[src/rtl/gpmc_sync_master_pkg.sv]
// Shared definitions for the synchronous multiplexed GPMC initiator.
//   - gpmc_state_e : bus cycle phases
//   - gpmc_ctrl_t  : bundle of the active-low bus strobes plus the AD drive enable
//   - AD_WIDTH     : width of the multiplexed address/data bus
//   - DEF_*        : default bus timing, in gpmc_clk periods (clk divider in clk cycles)
//   - max2()       : helper for sizing the phase counter
package gpmc_sync_master_pkg;

    localparam int AD_WIDTH          = 16;
    localparam int DEF_CLK_DIV       = 1;
    localparam int DEF_ADDR_CYCLES   = 1;
    localparam int DEF_ACCESS_CYCLES = 6;
    localparam int DEF_TURN_CYCLES   = 1;

    typedef enum logic [2:0] {
        ST_IDLE   = 3'd0,
        ST_ADDR   = 3'd1,
        ST_RTURN  = 3'd2,
        ST_ACCESS = 3'd3,
        ST_TURN   = 3'd4
    } gpmc_state_e;

    typedef struct packed {
        logic csn;
        logic advn;
        logic wein;
        logic oen;
        logic ad_oe;
    } gpmc_ctrl_t;

    // Bus released: all strobes inactive, AD not driven.
    localparam gpmc_ctrl_t CTRL_IDLE = '{csn: 1'b1, advn: 1'b1, wein: 1'b1, oen: 1'b1, ad_oe: 1'b0};

    function automatic int max2(input int a, input int b);
        return (a > b) ? a : b;
    endfunction

endpackage

[src/rtl/gpmc_sync_master_clk_div.sv]
// Bus clock divider for the GPMC initiator.
//   clk       in  system clock
//   rst_n     in  asynchronous active-low reset
//   gpmc_clk  out divided clock, toggles every CLK_DIV clk cycles, 0 in reset
//   rise_tick out high during the clk cycle whose closing edge sets gpmc_clk to 1
module gpmc_sync_master_clk_div #(
    parameter int CLK_DIV = 1
) (
    input  logic clk,
    input  logic rst_n,
    output logic gpmc_clk,
    output logic rise_tick
);

    localparam int CW = (CLK_DIV > 1) ? $clog2(CLK_DIV) : 1;

    logic [CW-1:0] cnt;
    logic          wrap;

    assign wrap      = (cnt == CW'(CLK_DIV - 1));
    assign rise_tick = wrap & ~gpmc_clk;

    always_ff @(posedge clk or negedge rst_n) begin
        if (!rst_n) begin
            cnt      <= '0;
            gpmc_clk <= 1'b0;
        end else if (wrap) begin
            cnt      <= '0;
            gpmc_clk <= ~gpmc_clk;
        end else begin
            cnt      <= cnt + CW'(1);
        end
    end

endmodule

[src/rtl/gpmc_sync_master.sv]
// Synchronous multiplexed 16-bit GPMC bus initiator.
// Converts single host requests into complete GPMC read/write cycles.
//   clk, rst_n            system clock, asynchronous active-low reset
//   req_valid/req_ready   request handshake; req_we/req_addr/req_wdata request payload
//   resp_valid            one-clk pulse when a bus cycle finishes; resp_we echoes its direction
//   resp_rdata            read data, held until the next read finishes
//   gpmc_clk              free-running bus clock (clk / (2*CLK_DIV))
//   gpmc_csn/advn/wein/oen active-low bus strobes
//   gpmc_ad_out/ad_oe     AD drive value and drive enable (tri-state lives at the pad level)
//   gpmc_ad_in            AD pad value
//
// Handshake: a request transfers on a clk edge where req_valid && req_ready.
// req_ready is high only while idle with nothing pending; it drops on the
// accepting edge and the host must hold its request until it sees ready.
//
// All bus outputs are registered and only update on rise ticks, so they are
// stable around the gpmc_clk falling edge where the responder samples.
module gpmc_sync_master
    import gpmc_sync_master_pkg::*;
#(
    parameter int ADDR_WIDTH    = 16,
    parameter int DATA_WIDTH    = 16,
    parameter int CLK_DIV       = DEF_CLK_DIV,
    parameter int ADDR_CYCLES   = DEF_ADDR_CYCLES,
    parameter int ACCESS_CYCLES = DEF_ACCESS_CYCLES,
    parameter int TURN_CYCLES   = DEF_TURN_CYCLES
) (
    input  logic                  clk,
    input  logic                  rst_n,
    input  logic                  req_valid,
    output logic                  req_ready,
    input  logic                  req_we,
    input  logic [ADDR_WIDTH-1:0] req_addr,
    input  logic [DATA_WIDTH-1:0] req_wdata,
    output logic                  resp_valid,
    output logic                  resp_we,
    output logic [DATA_WIDTH-1:0] resp_rdata,
    output logic                  gpmc_clk,
    output logic                  gpmc_csn,
    output logic                  gpmc_advn,
    output logic                  gpmc_wein,
    output logic                  gpmc_oen,
    output logic [AD_WIDTH-1:0]   gpmc_ad_out,
    output logic                  gpmc_ad_oe,
    input  logic [AD_WIDTH-1:0]   gpmc_ad_in
);

    localparam int MAXC = max2(max2(ADDR_CYCLES, ACCESS_CYCLES), max2(TURN_CYCLES, 1));
    localparam int PW   = $clog2(MAXC) + 1;

    logic                  rise_tick;
    logic                  accept;
    logic                  finish;
    logic                  phase_last;
    logic [PW-1:0]         phase_len;

    gpmc_state_e           state_q, state_d;
    logic [PW-1:0]         phase_q, phase_d;
    logic                  pend_q, pend_d;
    gpmc_ctrl_t            ctrl_q, ctrl_d;
    logic [AD_WIDTH-1:0]   ad_q, ad_d;

    logic                  we_q;
    logic [ADDR_WIDTH-1:0] addr_q;
    logic [DATA_WIDTH-1:0] wdata_q;

    gpmc_sync_master_clk_div #(
        .CLK_DIV   (CLK_DIV)
    ) u_clk_div (
        .clk       (clk),
        .rst_n     (rst_n),
        .gpmc_clk  (gpmc_clk),
        .rise_tick (rise_tick)
    );

    assign accept = req_valid & req_ready;

    // Length of the current phase in gpmc_clk periods.
    always_comb begin
        phase_len = PW'(1);
        case (state_q)
            ST_ADDR:   phase_len = PW'(ADDR_CYCLES);
            ST_ACCESS: phase_len = PW'(ACCESS_CYCLES);
            ST_TURN:   phase_len = PW'(TURN_CYCLES);
            default:   phase_len = PW'(1);
        endcase
    end

    assign phase_last = (phase_q == phase_len - PW'(1));

    // Next state, phase counter and next bus drive.
    always_comb begin
        state_d = state_q;
        phase_d = phase_q;
        pend_d  = pend_q;
        ctrl_d  = ctrl_q;
        ad_d    = ad_q;
        finish  = 1'b0;

        case (state_q)
            ST_IDLE: begin
                if (accept) begin
                    pend_d = 1'b1;
                end
                // A request accepted on this very edge waits for the following rise tick.
                if (rise_tick && pend_q) begin
                    state_d = ST_ADDR;
                    pend_d  = 1'b0;
                    phase_d = '0;
                end
            end
            ST_ADDR: begin
                if (rise_tick) begin
                    if (phase_last) begin
                        state_d = we_q ? ST_ACCESS : ST_RTURN;
                        phase_d = '0;
                    end else begin
                        phase_d = phase_q + PW'(1);
                    end
                end
            end
            ST_RTURN: begin
                if (rise_tick) begin
                    state_d = ST_ACCESS;
                    phase_d = '0;
                end
            end
            ST_ACCESS: begin
                if (rise_tick) begin
                    if (phase_last) begin
                        state_d = ST_TURN;
                        phase_d = '0;
                        finish  = 1'b1;
                    end else begin
                        phase_d = phase_q + PW'(1);
                    end
                end
            end
            ST_TURN: begin
                if (rise_tick) begin
                    if (phase_last) begin
                        state_d = ST_IDLE;
                        phase_d = '0;
                    end else begin
                        phase_d = phase_q + PW'(1);
                    end
                end
            end
            default: begin
                state_d = ST_IDLE;
                phase_d = '0;
            end
        endcase

        // Bus drive follows the state being entered (or kept) on each rise tick.
        if (rise_tick) begin
            ctrl_d = CTRL_IDLE;
            ad_d   = '0;
            case (state_d)
                ST_ADDR: begin
                    ctrl_d.csn   = 1'b0;
                    ctrl_d.advn  = 1'b0;
                    ctrl_d.ad_oe = 1'b1;
                    ad_d         = AD_WIDTH'(addr_q);
                end
                ST_RTURN: begin
                    ctrl_d.csn = 1'b0;
                end
                ST_ACCESS: begin
                    ctrl_d.csn = 1'b0;
                    if (we_q) begin
                        ctrl_d.wein  = 1'b0;
                        ctrl_d.ad_oe = 1'b1;
                        ad_d         = AD_WIDTH'(wdata_q);
                    end else begin
                        ctrl_d.oen = 1'b0;
                    end
                end
                default: begin
                    ctrl_d = CTRL_IDLE;
                    ad_d   = '0;
                end
            endcase
        end
    end

    always_ff @(posedge clk or negedge rst_n) begin
        if (!rst_n) begin
            state_q <= ST_IDLE;
            phase_q <= '0;
            pend_q  <= 1'b0;
            ctrl_q  <= CTRL_IDLE;
            ad_q    <= '0;
        end else begin
            state_q <= state_d;
            phase_q <= phase_d;
            pend_q  <= pend_d;
            ctrl_q  <= ctrl_d;
            ad_q    <= ad_d;
        end
    end

    always_ff @(posedge clk or negedge rst_n) begin
        if (!rst_n) begin
            we_q    <= 1'b0;
            addr_q  <= '0;
            wdata_q <= '0;
        end else if (accept) begin
            we_q    <= req_we;
            addr_q  <= req_addr;
            wdata_q <= req_wdata;
        end
    end

    // Ready returns one clk after settling in IDLE, and never on the edge leaving it.
    always_ff @(posedge clk or negedge rst_n) begin
        if (!rst_n) begin
            req_ready  <= 1'b0;
            resp_valid <= 1'b0;
            resp_we    <= 1'b0;
            resp_rdata <= '0;
        end else begin
            req_ready  <= (state_q == ST_IDLE) && (state_d == ST_IDLE) && !pend_d;
            resp_valid <= finish;
            if (finish) begin
                resp_we <= we_q;
                if (!we_q) begin
                    resp_rdata <= gpmc_ad_in[DATA_WIDTH-1:0];
                end
            end
        end
    end

    assign gpmc_csn    = ctrl_q.csn;
    assign gpmc_advn   = ctrl_q.advn;
    assign gpmc_wein   = ctrl_q.wein;
    assign gpmc_oen    = ctrl_q.oen;
    assign gpmc_ad_oe  = ctrl_q.ad_oe;
    assign gpmc_ad_out = ad_q;

endmodule
[config.mk]
export PLATFORM = sky130hd
export DESIGN_NAME = gpmc_sync_master
export DESIGN_NICKNAME = d
export VERILOG_FILES = /design/src/rtl/gpmc_sync_master_pkg.sv /design/src/rtl/gpmc_sync_master_clk_div.sv /design/src/rtl/gpmc_sync_master.sv
export SDC_FILE = /design/constraint.sdc
export NUM_CORES = 1
export LEC_CHECK = 0
export ABC_AREA = 1
export BUFFER_PORTS_ARGS = -buffer_cell sky130_fd_sc_hd__buf_4
export CAP_MARGIN = 30
export CORE_MARGIN = 4
export CORE_UTILIZATION = 50
export CTS_CLUSTER_SIZE = 12
export DETAILED_ROUTE_END_ITERATION = 12
export MAX_ROUTING_LAYER = met4
export PLACE_DENSITY = 0.76
export SYNTH_ARGS = -nofsm -noshare
export SYNTH_HDL_FRONTEND = slang
export SYNTH_HIERARCHICAL = 1
export SYNTH_SLANG_ARGS = --single-unit
export TNS_END_PERCENT = 50
[constraint.sdc]
create_clock -name clk -period 2 [get_ports clk]
set_input_delay 0.4 -clock clk [delete_from_list [all_inputs] [get_ports clk]]
set_output_delay 0.4 -clock clk [all_outputs]
set_load 0.01 [all_outputs]
==> metrics.yaml, run 1 <==
outcome: "completed"
n_fill_cell: 618
grt_max_degree: 38
yosys.cell_types.count: 33
rows: 31
drtAntennaViolNets: 0
drive_gt1_share_pct: 33.4
slowest_stage: "dfrtp_1"
finalCriticalPeriod_ns: 1.84
path_delay_family: "simple AND/OR/NAND/NOR gates"
synth-edff-count: 0
peakVddDrop_v: 0.000712
num_antenna_cells: 0
synthesis.area_um2: 3710
io_pins: 93
wl_per_cell_um: 14.0
synth_cells: 395
fin_crit_sh_pct: 91.9
synth.area.top_cells: "dfrtp_1 53%, nand2_1 15%, mux2_2 9.7%, nand3_1 5.0%, inv_1 3.0%"
cts_buffers: 9
finClkSkew_ns: 0.0126
antenna_found_initial: 0
hpwl_um: 6240
grt_pass1_vias: 2912
drv_cap: 0
p_per_area_nw_per_um2: 1350
overflow: 0
hold_violations: 0
cts.path.max_buffers: 2
synth_fp_nets: 448
ys_warn_count: 6
final-max-slew-violation-count: 0
max_stage_delay_ns: 0.44
yosysTopAreaCellShare_pct: 52.6
finalSetupViolCount: 0
crit_arrival_ns: 2.12
synth.ff_latch_count: 82
ys.flop_type: "dfrtp_1"
syn_to_final_growth_pct: 26.4
synth_commonest_cells: "151 x nand2_1, 78 x dfrtp_1, 37 x nand3_1"
yosys.cell_count.top_type: "nand2_1"
synth-seq-area-share_pct: 55.4
tightest_slew_ns: 0.498
worstSetupPathType: "reg2reg"
path_buf_inv: 1
finalWeightedCongestion: 0.843
clock-sinks: 82
remaining_drc_errors: 0
worstSkewPairLatency_ns: 0.35
finalSetupTns_ns: 0
clock-root-buffer: "clkbuf_8"
fmax_mhz: 544
grt_setup_unrepaired: "false"
coreArea_um2: 7210
port-buffer-count: 92
seq_area_um2: 2060
die_h_um: 94.1
die_area_um2: 8860
synth_top_area_cell: "dfrtp_1"
synthArstFlopShare_pct: 100
drt_pass1_iterations: 5
cpMostUsedCell: "nand2_1"
track_usage_pct: 20.9
end_kind: "register"
leakagePower_nw: 2.50
die_w_um: 94.1
avgSynthCellArea_um2: 9.39
drt_iter0_markers: 150
vias_per_cell: 4.91
slew_headroom_pct: 66.8
finalWirelength_um: 8360
cp_max_fo: 22
start_util_pct: 51.4
cts_tree: "yes"
multi_input_area_um2: 1390
min_path_type: "in2async"
path_cells: "nand2_1, nor2_1, nand2_1, nand2_2, nand3_4, nand2_1, nand2_2, o21bai_4, buf_12, nand3_1, nand2_1, nand2_1, nand2_1"
vias: 2926
nNetsFinal: 545
cp.required_ns: 2.29
htreeDepth: 3
grt_pass1_wl_um: 14000
startpoint_type: "register"
worst_hold_slack_ns: 0.00632
path_clk_slew_ns: 0.08
==> power by group <==
part | internal (mW) | switching [mW] | total, mW
Combinational | 1.21 | 1.29 | 2.50
Sequential | 2.37 | 0.416 | 2.78
Clock | 0.489 | 0.587 | 1.08
Total | 4.06 | 2.29 | 6.36
==> sequential cells by signal, indices dropped and copies added, names as in the netlist, 3 cells and up <==
name / cells
addr_q: 16
gpmc_ad_out: 16
phase_q: 4
resp_rdata: 16
state_q: 3
wdata_q: 16
==> cell usage in the layout (no fill, tap or decap), types with 2 or more instances in the layout <==
cell,count
dfrtp_1,78
clkbuf_8,10
inv_1,30
mux2_2,32
a21oi_1,5
nand2_1,151
inv_2,2
clkinvlp_4,2
buf_12,3
o21a_1,2
nand3_1,37
dfstp_2,4
nor2_1,12
o21ai_0,5
buf_4,101
nand2_2,2
nor3_1,2
==> worst register-to-register path: stages, from the launching register on <==
cell      delay [ns]
dfrtp_1         0.44
nand2_1         0.07
nor2_1          0.10
nand2_1         0.07
nand2_2         0.11
nand3_4         0.10
nand2_1         0.10
nand2_2         0.06
o21bai_4        0.24
buf_12          0.19
nand3_1         0.08
nand2_1         0.11
nand2_1         0.07
nand2_1         0.06
==> area by class of cell <==
| cell class | instances | area share, % |
|---|---|---|
| Sequential cell | 82 | 43.9 |
| Multi-Input combinational cell | 263 | 29.7 |
| Timing Repair Buffer | 104 | 17.4 |
| Clock buffer | 11 | 3.01 |
| Tap cell | 99 | 2.64 |
| Inverter | 32 | 2.56 |
| Clock inverter | 5 | 0.800 |
==> what timing repair did <==
action	CTS	global route
setup buffers	0	2
hold buffers	0	0
gates resized for setup	0	0
setup endpoints to repair	0	16
==> stage by stage <==
step	std cells	utilization, %	setup WS [ns]	power, mW	instance area [µm²]
after detailed placement	578	62.3	0.0827	5.29	4500
after floorplan	395	-	0.434	4.34	3710
after global routing	596	65.0	0.00309	6.84	4690
final	596	65.0	0.161	6.36	4690
after global placement	578	62.3	0.135	5.22	4500
after CTS	594	64.8	0.0762	6.39	4680
==> final timing paths <==
kind / from / to / slack, ns / depth (start not counted)
worst max-delay path: state_q[1] / gpmc_ad_out[9] / 0.16 / 13
worst min-delay path: rst_n / resp_rdata[14] / 0.006 / 1
worst max register to register: state_q[1] / gpmc_ad_out[9] / 0.16 / 13
worst min register to register: gpmc_advn / gpmc_advn / 0.47 / 2
max in group asynchronous: rst_n / gpmc_wein / 1.37 / 2
min in group clk: gpmc_ad_in[2] / resp_rdata[2] / 0.25 / 3
==> routing by layer <==
| metal | part of all wire, % | vias to the layer above | track usage (%) |
|---|---|---|---|
| li1 | - | 1441 | - |
| met3 | 5.6 | 9 | 5.29 |
| met4 | 1.4 | 0 | 5.78 |
| met5 | 0 | - | - |
| met2 | 48 | 83 | 31.8 |
| met1 | 45 | 1393 | 28.0 |
==> cell families after synthesis <==
family	count (synthesis)	synth area share, %
and+or+nand+nor	211	24.0
muxes	32	9.71
buffers and inverters	50	7.02
AOI/OAI and AO/OA	19	3.47
adders and majority gates	1	0.337
DFF	82	55.4
No activity file was read; power rests on OpenSTA's default activity.
==> run 2: changes to the inputs <==
- CTS_BUF_LIST: unset -> sky130_fd_sc_hd__clkbuf_16
==> run 2 against run 1 <==
Against the previous run: non-clock buffer count grew 1; setup slack improved by 0.014 ns; core utilization increased by 1.4 points; total power up 6.6%; first-iteration DRC count rose by 23%; via count unchanged; hold slack better by 0.016 ns; register-to-register slack about the same; sequential cell count unchanged; combinational power about the same; clock power increased by 37%.
==> metrics.yaml, run 2 (synthesized netlist as in run 1, its figures left out) <==
coreArea_um2: 7210  # unchanged
io_pins: 93  # unchanged
hold_violations: 0  # unchanged
drt_iter0_markers: 185  # +23%
path_buf_inv: 1  # unchanged
p_per_area_nw_per_um2: 1410  # +4.4%
outcome: "completed"
worstSkewPairLatency_ns: 0.33  # -0.02 ns
hpwl_um: 6240  # unchanged
die_w_um: 94.1  # unchanged
vias: 2926  # unchanged
num_antenna_cells: 0  # unchanged
layout_common_cells: "151 x nand2_1, 102 x buf_4, 78 x dfrtp_1, 37 x nand3_1, 32 x mux2_2"
die_h_um: 94.1  # unchanged
finalWirelength_um: 8330  # -0.35%
fmax_mhz: 548  # +0.78%
path_delay_family: "simple AND/OR/NAND/NOR gates"
drt_pass1_iterations: 4  # -1
max_stage_delay_ns: 0.44  # about the same
dpl_worst_slack_ns: 0.0827  # unchanged
fin_cells: 597  # +0.17%
rows: 31  # unchanged
holdBufCountCts: 0  # unchanged
cts_buffers: 9  # unchanged
drtAntennaViolNets: 0  # unchanged
p_sw_mw: 2.35  # +2.5%
crit_arrival_ns: 2.09  # -0.03 ns
rrSetupSlack_ns: 0.18  # about the same
die_area_um2: 8860  # unchanged
htreeDepth: 3  # unchanged
vias_per_cell: 4.90  # -0.17%
min_path_type: "in2async"
antenna_found_initial: 0  # unchanged
clock_power_share_pct: 21.8  # +4.9 points
startpoint_type: "register"
finalCriticalPeriod_ns: 1.82  # -0.0142 ns
drive_gt1_share_pct: 33.3  # -0.067 points
finalSetupViolCount: 0  # unchanged
clock-sinks: 82  # unchanged
grt_pass1_vias: 2895  # -0.58%
remaining_drc_errors: 0  # unchanged
fin_crit_sh_pct: 91.2  # -0.71 points
combPwrFrac_pct: 37.1  # -2.2 points
dp_cells: 578  # unchanged
sw_frac_of_total_pct: 34.7  # -1.4 points
cts_setup_buffers: 0  # unchanged
tightest_slew_ns: 0.486  # -0.0123 ns
slowest_stage: "dfrtp_1"
grt_setup_unrepaired: "false"
wl_per_cell_um: 14.0  # -0.51%
peakVddDrop_v: 0.000824  # +16%
overflow: 0  # unchanged
drv_cap: 0  # unchanged
internal_power_mw: 4.43  # +8.9%
worst_hold_slack_ns: 0.0224  # +0.0161 ns
path_clk_slew_ns: 0.06  # -0.02 ns
worst-path-stages: 13  # unchanged
cts.path.max_buffers: 2  # unchanged
cts_tree: "yes"
cp.required_ns: 2.27  # -0.02 ns
finalWeightedCongestion: 0.843  # unchanged
cpMostUsedCell: "nand2_1"
syn_to_final_growth_pct: 29.1
finalSetupTns_ns: 0  # unchanged
nNetsFinal: 546  # +0.18%
cts_resized: 0  # unchanged
cp_max_fo: 22  # unchanged
worstSetupPathType: "reg2reg"
finClkSkew_ns: 0.0103  # -0.00233 ns
path_cells: "nand2_1, nor2_1, nand2_1, nand2_2, nand3_4, nand2_1, nand2_2, o21bai_4, buf_12, nand3_1, nand2_1, nand2_1, nand2_1"
finalWorstSetupSlack_ns: 0.176  # +0.0142 ns
end_kind: "register"
slew_headroom_pct: 67.6  # +0.82 points
rr_worst_depth: 13  # unchanged
grt_max_degree: 38  # unchanged
final-max-slew-violation-count: 0  # unchanged
port-buffer-count: 92  # unchanged
clock-root-buffer: "clkbuf_16"
track_usage_pct: 20.9  # +0.024 points
leakagePower_nw: 2.55  # +2.0%
layout_commonest_cell: "nand2_1"
seqPwrFrac_pct: 41.1  # -2.7 points
grt_pass1_wl_um: 13900  # -0.64%
start_util_pct: 51.4  # unchanged
==> run 2: cell count changes in the layout (fill, tap and decap cells not counted) <==
cell,previous run,this run
clkbuf_16,0,9
clkbuf_1,1,0
buf_4,101,102
clkbuf_8,10,0
inv_1,30,31
clkinv_1,0,1
==> run 2: cell type report <==
cell class                      count  area (µm²)
Clock inverter                      7        45.0
Tap cell                           99         124
Sequential cell                    82        2060
Multi-Input combinational cell    263        1390
Inverter                           32         120
Fill cell                         599        2420
Clock buffer                        9         225
Timing Repair Buffer              105         826
==> run 2: metal layers <==
metal / up-vias / routed length [µm] / GRT usage, %
met4: 0 / 104 / 6.86
met2: 85 / 4010 / 31.9
met3: 9 / 510 / 5.05
met5: - / 0 / -
met1: 1390 / 3700 / 27.7
li1: 1442 / - / -
==> run 2: final timing paths <==
kind | from | end
max reg2reg | state_q[1] | gpmc_ad_out[9]
min in group clk | gpmc_ad_in[2] | resp_rdata[2]
max | state_q[1] | gpmc_ad_out[9]
min reg2reg | gpmc_advn | gpmc_advn
min | rst_n | resp_rdata[14]
max in group asynchronous | rst_n | gpmc_wein
==> run 2: metrics by stage <==
| stage | utilization (%) | power [mW] | area (µm²) |
|---|---|---|---|
| after detailed placement | 62.3 | 5.29 | 4500 |
| final | 66.4 | 6.77 | 4790 |
| after global placement | 62.3 | 5.22 | 4500 |
| after CTS | 66.1 | 6.79 | 4770 |
| after floorplan | - | 4.34 | 3710 |
| after global routing | 66.4 | 7.26 | 4790 |
==> run 2: power groups by stage <==
| stage | clock network (mW) | logic, mW | registers (mW) |
|---|---|---|---|
| after floorplan | 0 | 1.49 | 2.85 |
| after detailed placement | 0 | 2.49 | 2.81 |
| after global placement | 0 | 2.43 | 2.79 |
| after CTS | 1.52 | 2.49 | 2.78 |
| final | 1.48 | 2.52 | 2.78 |
| after global routing | 1.60 | 2.80 | 2.86 |
